[src/rtl/reflet_mem_map_pkg.sv]
// Shared types and parameter-field helpers for the Reflet memory-map controller.
package reflet_mem_map_pkg;

  localparam int unsigned max_regions  = 8;
  localparam int unsigned max_wordsize = 64;
  localparam int unsigned word_vec_w   = max_regions * max_wordsize;
  localparam int unsigned wait_vec_w   = max_regions * 4;

  typedef enum logic [1:0] {
    ST_BOOT,
    ST_IDLE,
    ST_WAIT,
    ST_ACK
  } state_t;

  // Width of a region index; a single region still needs one bit.
  function automatic int unsigned index_width(input int unsigned n);
    return (n > 1) ? $clog2(n) : 1;
  endfunction

  // Extract word idx of width ws from a packed per-region vector.
  function automatic logic [max_wordsize-1:0] word_field(
    input logic [word_vec_w-1:0] vec,
    input int unsigned           ws,
    input int unsigned           idx
  );
    logic [word_vec_w-1:0]   shifted;
    logic [max_wordsize-1:0] mask;
    shifted = vec >> (idx * ws);
    mask    = (ws >= max_wordsize) ? '1
            : ((max_wordsize'(1) << ws) - max_wordsize'(1));
    return shifted[max_wordsize-1:0] & mask;
  endfunction

  function automatic logic [max_wordsize-1:0] region_base_at(
    input logic [word_vec_w-1:0] vec,
    input int unsigned           ws,
    input int unsigned           idx
  );
    return word_field(vec, ws, idx);
  endfunction

  function automatic logic [max_wordsize-1:0] region_size_at(
    input logic [word_vec_w-1:0] vec,
    input int unsigned           ws,
    input int unsigned           idx
  );
    return word_field(vec, ws, idx);
  endfunction

  function automatic logic [3:0] region_wait_at(
    input logic [wait_vec_w-1:0] vec,
    input int unsigned           idx
  );
    logic [wait_vec_w-1:0] shifted;
    shifted = vec >> (idx * 4);
    return shifted[3:0];
  endfunction

endpackage

[src/rtl/reflet_mem_map_ctrl_if.sv]
// CPU-side and region-side bus bundle of the memory-map controller.
interface reflet_mem_map_ctrl_if #(
  parameter int unsigned wordsize     = 8,
  parameter int unsigned region_count = 3
);
  logic [wordsize-1:0]              cpu_addr;
  logic [wordsize-1:0]              cpu_data_out;
  logic                             cpu_write_en;
  logic [wordsize-1:0]              cpu_data_in;
  logic                             cpu_enable;
  logic                             cpu_reset;
  logic [region_count-1:0]          region_enable;
  logic [wordsize-1:0]              region_addr;
  logic [region_count-1:0]          region_write_en;
  logic [wordsize-1:0]              region_data_out;
  logic [region_count*wordsize-1:0] region_data_in;
  logic                             bus_error;
  logic                             bus_error_flag;

  modport slave (
    input  cpu_addr, cpu_data_out, cpu_write_en, region_data_in,
    output cpu_data_in, cpu_enable, cpu_reset, region_enable, region_addr,
           region_write_en, region_data_out, bus_error, bus_error_flag
  );

  modport master (
    output cpu_addr, cpu_data_out, cpu_write_en, region_data_in,
    input  cpu_data_in, cpu_enable, cpu_reset, region_enable, region_addr,
           region_write_en, region_data_out, bus_error, bus_error_flag
  );
endinterface

[src/rtl/reflet_region_decoder.sv]
// Address-to-region decoder: lowest-index hit wins, local address relative to its base.
module reflet_region_decoder
  import reflet_mem_map_pkg::*;
#(
  parameter int unsigned                      wordsize     = 8,
  parameter int unsigned                      region_count = 3,
  parameter logic [region_count*wordsize-1:0] region_base  = 24'hEDC000,
  parameter logic [region_count*wordsize-1:0] region_size  = 24'h132C80
) (
  input  logic [wordsize-1:0]                           addr,
  output logic                                          hit,
  output logic [region_count-1:0]                       onehot,
  output logic [index_width(region_count)-1:0]          index,
  output logic [wordsize-1:0]                           local_addr
);
  localparam int unsigned idx_w = index_width(region_count);

  logic [wordsize-1:0] base_w;
  logic [wordsize-1:0] size_w;
  logic [wordsize:0]   end_w;
  logic                in_range;

  // Range compare per region; end computed one bit wider so a region may end at the top.
  always_comb begin
    hit        = 1'b0;
    onehot     = '0;
    index      = '0;
    local_addr = addr;
    base_w     = '0;
    size_w     = '0;
    end_w      = '0;
    in_range   = 1'b0;
    for (int unsigned i = 0; i < region_count; i++) begin
      base_w   = wordsize'(region_base_at(word_vec_w'(region_base), wordsize, i));
      size_w   = wordsize'(region_size_at(word_vec_w'(region_size), wordsize, i));
      end_w    = {1'b0, base_w} + {1'b0, size_w};
      in_range = (size_w != '0) && (addr >= base_w) && ({1'b0, addr} < end_w);
      if (in_range && !hit) begin
        hit        = 1'b1;
        onehot     = region_count'(1) << i;
        index      = idx_w'(i);
        local_addr = addr - base_w;
      end
    end
  end

endmodule

[src/rtl/reflet_mem_map_ctrl.sv]
// Memory-map controller: region decode, wait-state stalls, boot hold and unmapped-access flag.
module reflet_mem_map_ctrl
  import reflet_mem_map_pkg::*;
#(
  parameter int unsigned                      wordsize     = 8,
  parameter int unsigned                      region_count = 3,
  parameter logic [region_count*wordsize-1:0] region_base  = 24'hEDC000,
  parameter logic [region_count*wordsize-1:0] region_size  = 24'h132C80,
  parameter logic [region_count*4-1:0]        region_wait  = 12'h010,
  parameter int unsigned                      boot_cycles  = 16
) (
  input logic                 clk,
  input logic                 reset,
  reflet_mem_map_ctrl_if.slave bus
);
  localparam int unsigned idx_w = index_width(region_count);

  state_t                  state, state_next;
  logic [7:0]              cnt, cnt_next;
  logic [idx_w-1:0]        held_idx, held_idx_next;
  logic                    bus_error_q, bus_error_flag_q;

  logic                    dec_hit;
  logic [region_count-1:0] dec_onehot;
  logic [idx_w-1:0]        dec_index;
  logic [wordsize-1:0]     dec_local_addr;
  logic [3:0]              hit_wait;

  logic                    enable_c;
  logic                    err_c;
  logic                    sel_valid;
  logic [idx_w-1:0]        sel_idx;
  logic [region_count-1:0] region_enable_c;

  reflet_region_decoder #(
    .wordsize     (wordsize),
    .region_count (region_count),
    .region_base  (region_base),
    .region_size  (region_size)
  ) u_decoder (
    .addr       (bus.cpu_addr),
    .hit        (dec_hit),
    .onehot     (dec_onehot),
    .index      (dec_index),
    .local_addr (dec_local_addr)
  );

  assign hit_wait = region_wait_at(wait_vec_w'(region_wait), 32'(dec_index));

  // State, shared boot/wait counter, latched region and error registers.
  always_ff @(posedge clk) begin
    if (reset) begin
      state            <= ST_BOOT;
      cnt              <= 8'(boot_cycles);
      held_idx         <= '0;
      bus_error_q      <= 1'b0;
      bus_error_flag_q <= 1'b0;
    end else begin
      state            <= state_next;
      cnt              <= cnt_next;
      held_idx         <= held_idx_next;
      bus_error_q      <= err_c;
      bus_error_flag_q <= bus_error_flag_q | err_c;
    end
  end

  // Next state, stall control and region selection.
  always_comb begin
    state_next      = state;
    cnt_next        = cnt;
    held_idx_next   = held_idx;
    enable_c        = 1'b0;
    err_c           = 1'b0;
    sel_valid       = 1'b0;
    sel_idx         = held_idx;
    region_enable_c = '0;
    case (state)
      ST_BOOT: begin
        cnt_next = cnt - 8'd1;
        if (cnt <= 8'd1) state_next = ST_IDLE;
      end
      ST_IDLE: begin
        region_enable_c = dec_onehot;
        sel_valid       = dec_hit;
        sel_idx         = dec_index;
        if (!dec_hit) begin
          enable_c = 1'b1;
          err_c    = 1'b1;
        end else if (hit_wait == 4'd0) begin
          enable_c = 1'b1;
        end else begin
          cnt_next      = 8'(hit_wait) - 8'd1;
          held_idx_next = dec_index;
          state_next    = (hit_wait > 4'd1) ? ST_WAIT : ST_ACK;
        end
      end
      ST_WAIT: begin
        region_enable_c = region_count'(1) << held_idx;
        sel_valid       = 1'b1;
        cnt_next        = cnt - 8'd1;
        if (cnt <= 8'd1) state_next = ST_ACK;
      end
      ST_ACK: begin
        region_enable_c = region_count'(1) << held_idx;
        sel_valid       = 1'b1;
        enable_c        = 1'b1;
        state_next      = ST_IDLE;
      end
      default: state_next = ST_BOOT;
    endcase
  end

  assign bus.cpu_enable      = enable_c;
  assign bus.cpu_reset       = (state == ST_BOOT);
  assign bus.region_enable   = region_enable_c;
  assign bus.region_write_en = region_enable_c & {region_count{bus.cpu_write_en & enable_c}};
  assign bus.region_addr     = dec_local_addr;
  assign bus.region_data_out = bus.cpu_data_out;
  assign bus.cpu_data_in     = sel_valid
                             ? wordsize'(bus.region_data_in >> (32'(sel_idx) * wordsize))
                             : '0;
  assign bus.bus_error       = bus_error_q;
  assign bus.bus_error_flag  = bus_error_flag_q;

endmodule

[src/flat_wrapper.sv]
// flat-port wrapper written by rule: the top's interface ports become plain ports
module reflet_mem_map_ctrl_flat import reflet_mem_map_pkg::*;
#(
  parameter int unsigned                      wordsize     = 8,
  parameter int unsigned                      region_count = 3,
  parameter logic [region_count*wordsize-1:0] region_base  = 24'hEDC000,
  parameter logic [region_count*wordsize-1:0] region_size  = 24'h132C80,
  parameter logic [region_count*4-1:0]        region_wait  = 12'h010,
  parameter int unsigned                      boot_cycles  = 16
)
  (clk, reset, bus_cpu_addr, bus_cpu_data_out, bus_cpu_write_en, bus_region_data_in, bus_cpu_data_in, bus_cpu_enable, bus_cpu_reset, bus_region_enable, bus_region_addr, bus_region_write_en, bus_region_data_out, bus_bus_error, bus_bus_error_flag);
  reflet_mem_map_ctrl_if #(.wordsize(wordsize), .region_count(region_count)) bus_i ();
  input logic clk;
  input logic reset;
  input wire logic [$bits(bus_i.cpu_addr)-1:0] bus_cpu_addr;
  input wire logic [$bits(bus_i.cpu_data_out)-1:0] bus_cpu_data_out;
  input wire logic [$bits(bus_i.cpu_write_en)-1:0] bus_cpu_write_en;
  input wire logic [$bits(bus_i.region_data_in)-1:0] bus_region_data_in;
  output wire logic [$bits(bus_i.cpu_data_in)-1:0] bus_cpu_data_in;
  output wire logic [$bits(bus_i.cpu_enable)-1:0] bus_cpu_enable;
  output wire logic [$bits(bus_i.cpu_reset)-1:0] bus_cpu_reset;
  output wire logic [$bits(bus_i.region_enable)-1:0] bus_region_enable;
  output wire logic [$bits(bus_i.region_addr)-1:0] bus_region_addr;
  output wire logic [$bits(bus_i.region_write_en)-1:0] bus_region_write_en;
  output wire logic [$bits(bus_i.region_data_out)-1:0] bus_region_data_out;
  output wire logic [$bits(bus_i.bus_error)-1:0] bus_bus_error;
  output wire logic [$bits(bus_i.bus_error_flag)-1:0] bus_bus_error_flag;
  assign bus_i.cpu_addr = bus_cpu_addr;
  assign bus_i.cpu_data_out = bus_cpu_data_out;
  assign bus_i.cpu_write_en = bus_cpu_write_en;
  assign bus_i.region_data_in = bus_region_data_in;
  assign bus_cpu_data_in = bus_i.cpu_data_in;
  assign bus_cpu_enable = bus_i.cpu_enable;
  assign bus_cpu_reset = bus_i.cpu_reset;
  assign bus_region_enable = bus_i.region_enable;
  assign bus_region_addr = bus_i.region_addr;
  assign bus_region_write_en = bus_i.region_write_en;
  assign bus_region_data_out = bus_i.region_data_out;
  assign bus_bus_error = bus_i.bus_error;
  assign bus_bus_error_flag = bus_i.bus_error_flag;
  reflet_mem_map_ctrl #(.wordsize(wordsize), .region_count(region_count), .region_base(region_base), .region_size(region_size), .region_wait(region_wait), .boot_cycles(boot_cycles)) u_core (.clk(clk), .reset(reset), .bus(bus_i));
endmodule
[config.mk]
export PLATFORM = sky130hd
export DESIGN_NAME = reflet_mem_map_ctrl_flat
export DESIGN_NICKNAME = d
export VERILOG_FILES = /design/src/rtl/reflet_mem_map_pkg.sv /design/src/rtl/reflet_mem_map_ctrl_if.sv /design/src/rtl/reflet_region_decoder.sv /design/src/rtl/reflet_mem_map_ctrl.sv /design/src/flat_wrapper.sv
export SDC_FILE = /design/constraint.sdc
export NUM_CORES = 1
export LEC_CHECK = 0
export BUFFER_PORTS_ARGS = -buffer_cell sky130_fd_sc_hd__buf_2
export CAP_MARGIN = 30
export CELL_PAD_IN_SITES_DETAIL_PLACEMENT = 0
export CELL_PAD_IN_SITES_GLOBAL_PLACEMENT = 2
export CORE_ASPECT_RATIO = 1.2
export CORE_MARGIN = 2
export CORE_UTILIZATION = 23
export CTS_CLUSTER_DIAMETER = 150
export DETAILED_ROUTE_END_ITERATION = 7
export PLACE_DENSITY_LB_ADDON = 0.1
export RECOVER_POWER = 25
export SYNTH_ARGS = -nofsm -noshare
export SYNTH_HDL_FRONTEND = slang
export SYNTH_SLANG_ARGS = --single-unit
[constraint.sdc]
create_clock -name clk -period 2.5 [get_ports clk]
set_input_delay 0.375 -clock clk [delete_from_list [all_inputs] [get_ports clk]]
set_output_delay 0.375 -clock clk [all_outputs]
set_load 0.02 [all_outputs]
==> flow_results.org, run 1 <==
** Critical path
- Setup slack, reg-to-reg :: 690 ps
- Largest fanout of any net on the critical path :: 8
- At the worst endpoint, the arrival time is 2070 ps.
- Critical path type :: in -> out
- Required time of the worst setup path :: 2120 ps
- Nature of the critical path endpoint :: output port
- Delay of the slowest critical-path stage :: 390 ps
- Cell type of the slowest stage on the worst timing path :: or4_1
- The critical path goes through buf_2 -> inv_1 -> ha_2 -> nor2b_4 -> or4_1 -> a41o_1 -> a21o_4 -> a211oi_1 -> buf_2.
- Cell occurring most often along the worst timing path :: buf_2
- Critical path startpoint category :: input port
- CP delay by family, top :: compound AO/OA/AOI/OAI gates
- Buf+Inv Stages, Crit Path :: 3

** STA
- Post-layout worst setup margin :: 55.52 ps
- Setup skew after layout :: 1.037 ps
- Highest clock rate :: 409.1 MHz
- Hold timing on the final database bottoms out at a slack of 445.7 ps.
- Final hold vios :: 0
- The worst pin sits at a relative slew slack of 68.61%.
- # setup viols final :: 0
- Period utilisation layout :: 97.78%
- Subtracting the final worst setup slack from the clock period gives 2444 ps.
- Transition time of the tightest slew-check pin :: 468.8 ps
- The max-slew violation count was 0.

** Logic synthesis
- Mean Syn Cell Area :: 7.455 sq um
- For this run, the leading register cell type out of synthesis is dfxtp_1.
- For this run, asynchronously set or reset flops after synthesis account for 0%.
- Post-synth design cell area :: 0.001439 sq mm
- For this run, the register share of the synthesized area comes to 19.48%.
- Number of synthesis warnings :: 0
- After synthesis, the netlist uses 44 different library cells.
- Number of flops mapped to enable cells by yosys :: 0
- Synthesized netlist cell count :: 193
- The number of nets in the synthesized netlist is 246.
- In this run, synthesis produced a sequential element count of 14.

** Hold path
- Path class of the lowest-slack min-delay path :: reg -> reg

** Die
- The floorplan step set the die width to 76.21 um.
- Die H :: 90.65 um
- For this configuration, the core starts out at a cell density of 23.78%.
- The die covers 0.006908 sq mm.
- Top-level port count :: 77
- Core box area :: 0.006051 sq mm
- The initialized floorplan defines 31 standard-cell rows.

** Clock network
- For this design, the sink count on the clock tree is 14.
- Clock-pin slew was measured on the worst setup and hold paths at 60 ps.
- # H-tree levels :: 1
- Clock latency of the later-clocked register in the worst-skew pair :: 240 ps
- CTS buffer count :: 3
- Number of buffers inserted by hold repair at cts :: 0
- TritonCTS built the clock tree.
- Root Buffer :: clkbuf_8
- The clock passes through at most 2 buffers.

** Placement
- Placement Setup Slack :: -55.06 ps
- Placed cells :: 338
- Gpl congestion :: 0.7050
- Post-DP HPWL :: 3425 um
- Port buffering added 60 buffers.
- Summing all placed instances gives a cell area of 0.001896 sq mm.

** Route
- In the final routed layout, each cell accounts on average for 12.45 um.
- Number of vias after detailed routing :: 1632
- For this block, the initial DRC count from the detailed router was 37.
- Summed over all layers, the routed wires come to 4257 um.
- The first TritonRoute pass finished after 4 iterations.
- In the routed layout, each cell is associated on average with a via count of 4.772.
- Number of DRC violations after detailed routing :: 0
- Final ANT Viol Nets :: 0

** Finish
- Synth-to-layout area growth :: 41.65%
- Summing all non-filler instances in the final layout gives an area of 0.002038 sq mm.
- Excluding fillers, the count of instances in the completed layout stands at 342.
- Cells with a size suffix above 1 make up 40.38% of the layout.
- The repair_antennas step left the layout with diodes totalling 0.
- At the end of the flow, the number of nets in the layout was 314.
- Leaving out fill and tap cells, the most frequent cell in the layout is buf_2.
- The library cells used most frequently in the layout, excluding fill and tap cells, are buf_2 (55), nor2_1 (26), buf_4 (19).

** Global routing
- Global routing consumed, over all layers together, 12.29% of the routing resources.
- Number of antenna violations at the first check in global routing :: 0
- Vias in the first global route :: 1587
- Global-route wire length before repair :: 7196 um
- For this run the aggregate overflow at the end of global routing stands at 0.
- Entering global routing, the biggest net connects 17 pins.

** Power and ir drop
- Maximum ir drop on the vdd rail :: 0.2065 mV
- Overall power after layout :: 1.601 mW
- The analysis attributes to cell leakage a power of 0.9083 nW.
- Power density normalized to cell area :: 785.5 mW/mm^2

** Flow run
- Across the run, the number of max-cap violations was 0.

** Outcome
- The run finished with clean final reports.
-- through the flow --
step | TNS [ps] | utilization (%)
floorplan | 0 | -
global placement | -83.27 | 31.33
detailed placement | -175.0 | 31.33
CTS | 0 | 32.55
global route | -31.40 | 33.68
finish | 0 | 33.68
-- worst paths after layout --
| kind | from | to | cells past startpoint |
|---|---|---|---|
| max | bus_cpu_addr[1] | bus_cpu_data_in[5] | 9 |
| min | u_core.bus.bus_error_flag | u_core.bus.bus_error_flag | 2 |
| min reg2reg | u_core.bus.bus_error_flag | u_core.bus.bus_error_flag | 2 |
| max reg2reg | u_core.cnt[3] | u_core.state[1] | 5 |
-- cells by family (layout without fill, tap and decap cells) --
family / Yosys count / count (layout) / synth area share, %
simple gates: 65 / 65 / 22.17
flops: 14 / 14 / 19.48
fa+ha+maj: 10 / 10 / 8.696
buf+inv: 26 / 93 / 9.652
xor+xnor: 5 / 5 / 3.043
compound gates: 63 / 63 / 29.74
mux: 10 / 10 / 7.217
-- per-layer routing --
metal	GRT usage, %	vias up	part of all wire (%)	wire length (um)
met2	22.57	54	52	2217
met3	0.9000	4	3.8	161
met5	0	-	0	0
li1	-	828	-	-
met4	4.848	0	1.3	54
met1	14.71	746	43	1823
-- worst min-delay path, cell delays in order, from the launching register on --
cell     delay (ps)
dfxtp_1         310
inv_1            50
a21oi_1          50
-- timing repair --
| item | in CTS | in global routing |
|---|---|---|
| pin swaps | 2 | 1 |
| buffers inserted | 0 | 0 |
| resized for setup | 5 | 16 |
| endpoints found under the setup margin | 9 | 13 |
-- synthesized netlist by cell type (2+ instances only) --
library cell / count / area, sq um
o211a_1: 2 / 20.02
o21ai_0: 15 / 75.07
clkbuf_1: 3 / 11.26
nor2_1: 27 / 101.4
xor2_1: 4 / 35.03
nand2_2: 2 / 12.51
a211oi_1: 7 / 52.55
buf_2: 3 / 15.01
nor2b_1: 3 / 18.77
nand3_1: 3 / 15.01
a21oi_1: 15 / 75.07
nor3_1: 7 / 35.03
nor4_1: 2 / 12.51
and3_1: 4 / 25.02
a31oi_1: 8 / 50.05
nand2_1: 9 / 33.78
nand2b_1: 2 / 12.51
mux2i_1: 9 / 90.09
nor3b_1: 2 / 15.01
inv_1: 10 / 37.54
o211ai_1: 2 / 15.01
dfxtp_1: 14 / 280.3
buf_4: 10 / 75.07
ha_1: 10 / 125.1
-- where the power goes --
part	internal (mW)	switching [mW]
logic	0.432	0.577
registers	0.300	0.0703
clock network	0.139	0.0818
-- flip-flops by register name, summed over array words and instances (netlist names) --
name	cells
u_core.cnt	8
u_core.held_idx	2
u_core.state	2
u_core.bus.bus_error	1
u_core.bus.bus_error_flag	1
-- area by class of cell --
type                    count  area [sq um]
fillers                   699          4013
multi-input cells         153          1095
repair buffers             79         467.9
flip-flops and latches     14         280.3
well taps                  82         102.6
clock buffers               4         55.05
inverters                  10         37.54
Power figures use the tool's default switching activity.
==> inputs of run 2 (changes only) <==
BUFFER_PORTS_ARGS = default   (was -buffer_cell sky130_fd_sc_hd__buf_2)
CORE_UTILIZATION = 30   (was 23)
DONT_BUFFER_PORTS = 1   (was default)
==> flow_results.org, run 2 (synthesis results as in run 1) <==
** Clock network
- The number of sinks on the clock net is 14 (unchanged).
- The clock transition time at the flip-flop clock pins of the worst setup and hold paths was 60 ps (about the same).
- The clock buffer count from CTS came to 3 (unchanged).
- Clock tree from TritonCTS :: done (unchanged)
- The CTS root buffer was clkbuf_8 (unchanged).
- Clock latency of the later-clocked register in the worst-skew pair :: 250 ps (was 240 ps)
- The number of buffers inserted by post-CTS setup repair came to 0 (unchanged).
- The deepest level of the CTS H-tree is 1 (unchanged).
- The maximum clock path buffer count came to 2 (unchanged).

** Finish
- Share of the core filled with cells :: 36.98% (was 33.68%)
- Final standard cell count with taps included and fillers excluded :: 263 (was 342)
- The number of diodes added for antenna fixing was 0 (unchanged).
- The most frequent standard cell in the layout excluding fill and tap cells is nor2_1 (was buf_2).
- Synth-to-layout area growth :: 18.09% (was 41.65%)
- Largest registers :: u_core.cnt: 8 flops, u_core.held_idx: 2 flops, u_core.state: 2 flops (unchanged)
- The number of nets at the end of the flow is 259 (was 314).
- Commonest non-fill, non-tap cells in the layout: nor2_1 (27), buf_4 (22), a21oi_1 (15), o21ai_0 (15), dfxtp_1 (13) (was buf_2 (55), nor2_1 (26), buf_4 (19)).
- The flip-flop count of the largest register after layout is 8 (unchanged).
- Register containing the most flip-flops in the final layout :: u_core.cnt (unchanged)
- Layout cells sized above 1 :: 21.95% (was 40.38%)
- Filler cells :: 513 (was 699)

** STA
- The setup clock skew after layout came to 3.535 ps (was 1.037 ps).
- Setup repair after global routing could not meet its margin everywhere.
- Worst hold slack :: 183.1 ps (was 445.7 ps)
- The maximum clock frequency is 415.9 MHz (was 409.1 MHz).
- Final number of max-transition violations :: 0 (unchanged)
- The worst slew margin relative to its limit came to 60.46% (was 68.61%).
- Minimum period implied by the final worst setup slack :: 2404 ps (was 2444 ps)
- The portion of the clock cycle consumed by the worst path in the final layout came to 96.18% (was 97.78%).
- # setup viols final :: 0 (unchanged)
- The final hold violation count is 0 (unchanged).
- Transition time of the tightest slew-check pin :: 593.1 ps (was 468.8 ps)

** Placement
- The quantity of I/O buffers inserted on ports is 0 (was 60).
- The count of placed standard cells including taps was 259 (was 338).
- The detailed placer's ending HPWL came to 3157 um (was 3425 um).
- Gpl congestion :: 0.7499 (was 0.7050)

** Power and ir drop
- The worst voltage drop across the vdd grid is 0.2858 mV (was 0.2065 mV).
- The total power of the final layout was 1.505 mW (was 1.601 mW).
- The static leakage came to 0.6726 nW (was 0.9083 nW).
- Power density normalized to cell area :: 885.6 mW/mm^2 (was 785.5 mW/mm^2)

** Global routing
- Largest net degree at the start of global routing :: 15 (was 17)
- Number of antenna violations at the first check in global routing :: 0 (unchanged)
- The number of global-route vias before repair was 1395 (was 1587).
- Global-route usage over all layers :: 15.42% (was 12.29%)
- Aggregate global routing overflow :: 0 (unchanged)
- The global-route wire length before repair came to 6423 um (was 7196 um).

** Critical path
- Cells on worst reg2reg path :: 8 (was 5)
- Critical path type :: in -> out (unchanged)
- The endpoint type of the worst setup path is an output port (unchanged).
- The data arrival at the endpoint of the critical path came to 2030 ps (was 2070 ps).
- Worst R2R Start :: u_core.state[1] (was u_core.cnt[3])
- Critical path startpoint category :: input port (unchanged)
- Required time of the worst setup path :: 2120 ps (about the same)
- The end of the worst register-to-register path is u_core.cnt[4] (was u_core.state[1]).
- The setup slack of the most critical reg-to-reg path is 620 ps (was 690 ps).
- The worst-path maximum fanout was 8 (unchanged).

** Hold path
- The endpoint of the worst hold path was u_core.state[1] (was u_core.bus.bus_error_flag).
- The number of cells on the worst hold path was 1 (was 2).
- The type of the worst min-delay path was in -> reg (was reg -> reg).
- Launch point of the worst hold path :: reset (was u_core.bus.bus_error_flag)

** Route
- The DRC violations left came to 0 (unchanged).
- The number of DRC markers after the initial detailed-route iteration was 90 (was 37).
- The number of vias in the routed layout was 1457 (was 1632).
- Vias per cell :: 5.540 (was 4.772)
- Average routed wire per standard cell :: 15.33 um (was 12.45 um)
- The number of detailed-routing iterations run before antenna repair was 6 (was 4).
- The overall routed net length was 4033 um (was 4257 um).
- Final ANT Viol Nets :: 0 (unchanged)

** Die
- The die outline width is 67.22 um (was 76.21 um).
- Row count :: 27 (was 31)
- Die Footprint :: 0.005369 sq mm (was 0.006908 sq mm)
- The initial core utilization was 31.32% (was 23.78%).
- Die H :: 79.87 um (was 90.65 um)
- Top-level port count :: 77 (unchanged)
- The core region area came to 0.004594 sq mm (was 0.006051 sq mm).

** Outcome
- Status: finished clean (unchanged).

** Flow run
- Number of max-capacitance violations reported :: 0 (unchanged)
[run 2: changes by cell type in the layout (fill, tap and decap cells not counted), moves of 2 or more]
cell / previous run / this run
buf_2: 55 / 0
a211oi_1: 1 / 4
a211oi_2: 6 / 3
buf_4: 19 / 22
clkbuf_1: 2 / 0
[run 2: repair_timing]
item | 4_1_cts | 5_1_grt
hold buffers | 0 | 0
pin swaps | 0 | 2
setup endpoints to repair | 4 | 10
resized for setup | 3 | 6
[run 2: report_power, final]
part	internal, mW	total, mW	leakage, nW	switching (mW)
clock	0.140	0.226	0.0288	0.0863
sequential	0.301	0.377	0.115	0.0757
combinational	0.359	0.902	0.528	0.543
total	0.800	1.50	0.673	0.705
[run 2: layout make-up]
cell class                      count  area, sq um  area share (%)
Inverter                           10        37.54           2.209
Clock buffer                        4        55.05           3.240
Timing Repair Buffer               24        196.4           11.56
Sequential cell                    14        281.5           16.57
Tap cell                           58        72.57           4.271
Multi-Input combinational cell    153         1056           62.15
[run 2: through the flow]
| step | TNS [ps] | area, sq um | setup WS, ps |
|---|---|---|---|
| detailed placement | 0 | 1603 | 60.20 |
| floorplan | 0 | 1439 | 6.003 |
| CTS | 0 | 1675 | 16.33 |
| global placement | 0 | 1603 | 133.5 |
| finish | 0 | 1699 | 95.59 |
| global route | -1.976 | 1699 | -1.726 |
[run 2: layer usage]
metal,vias to the layer above,track usage (%),part of all wire (%)
li1,716,-,-
met4,0,5.510,0.99
met1,684,16.71,41
met2,53,29.41,53
met5,-,0,0
met3,4,2.116,4.9
[run 2: worst max path at each step]
| stage | cells after the start | slack, ps | startpoint | endpoint |
|---|---|---|---|---|
| after floorplan | 7 | 6 | bus_cpu_addr[0] | bus_cpu_data_in[0] |
| after global placement | 8 | 130 | bus_cpu_addr[0] | bus_cpu_data_in[6] |
| after detailed placement | 8 | 60 | bus_cpu_addr[1] | bus_cpu_data_in[7] |
| after CTS | 8 | 20 | u_core.state[1] | bus_cpu_data_in[6] |
| after global routing | 8 | -2 | bus_cpu_addr[1] | bus_cpu_data_in[0] |
| final | 8 | 100 | bus_cpu_addr[1] | bus_cpu_data_in[1] |
[run 2: critical path, stage by stage]
cell	delay (ps)
inv_1	30
ha_1	200
nor2b_1	160
or4_1	390
a41o_1	230
a21o_4	240
a211oi_2	220
buf_4	180
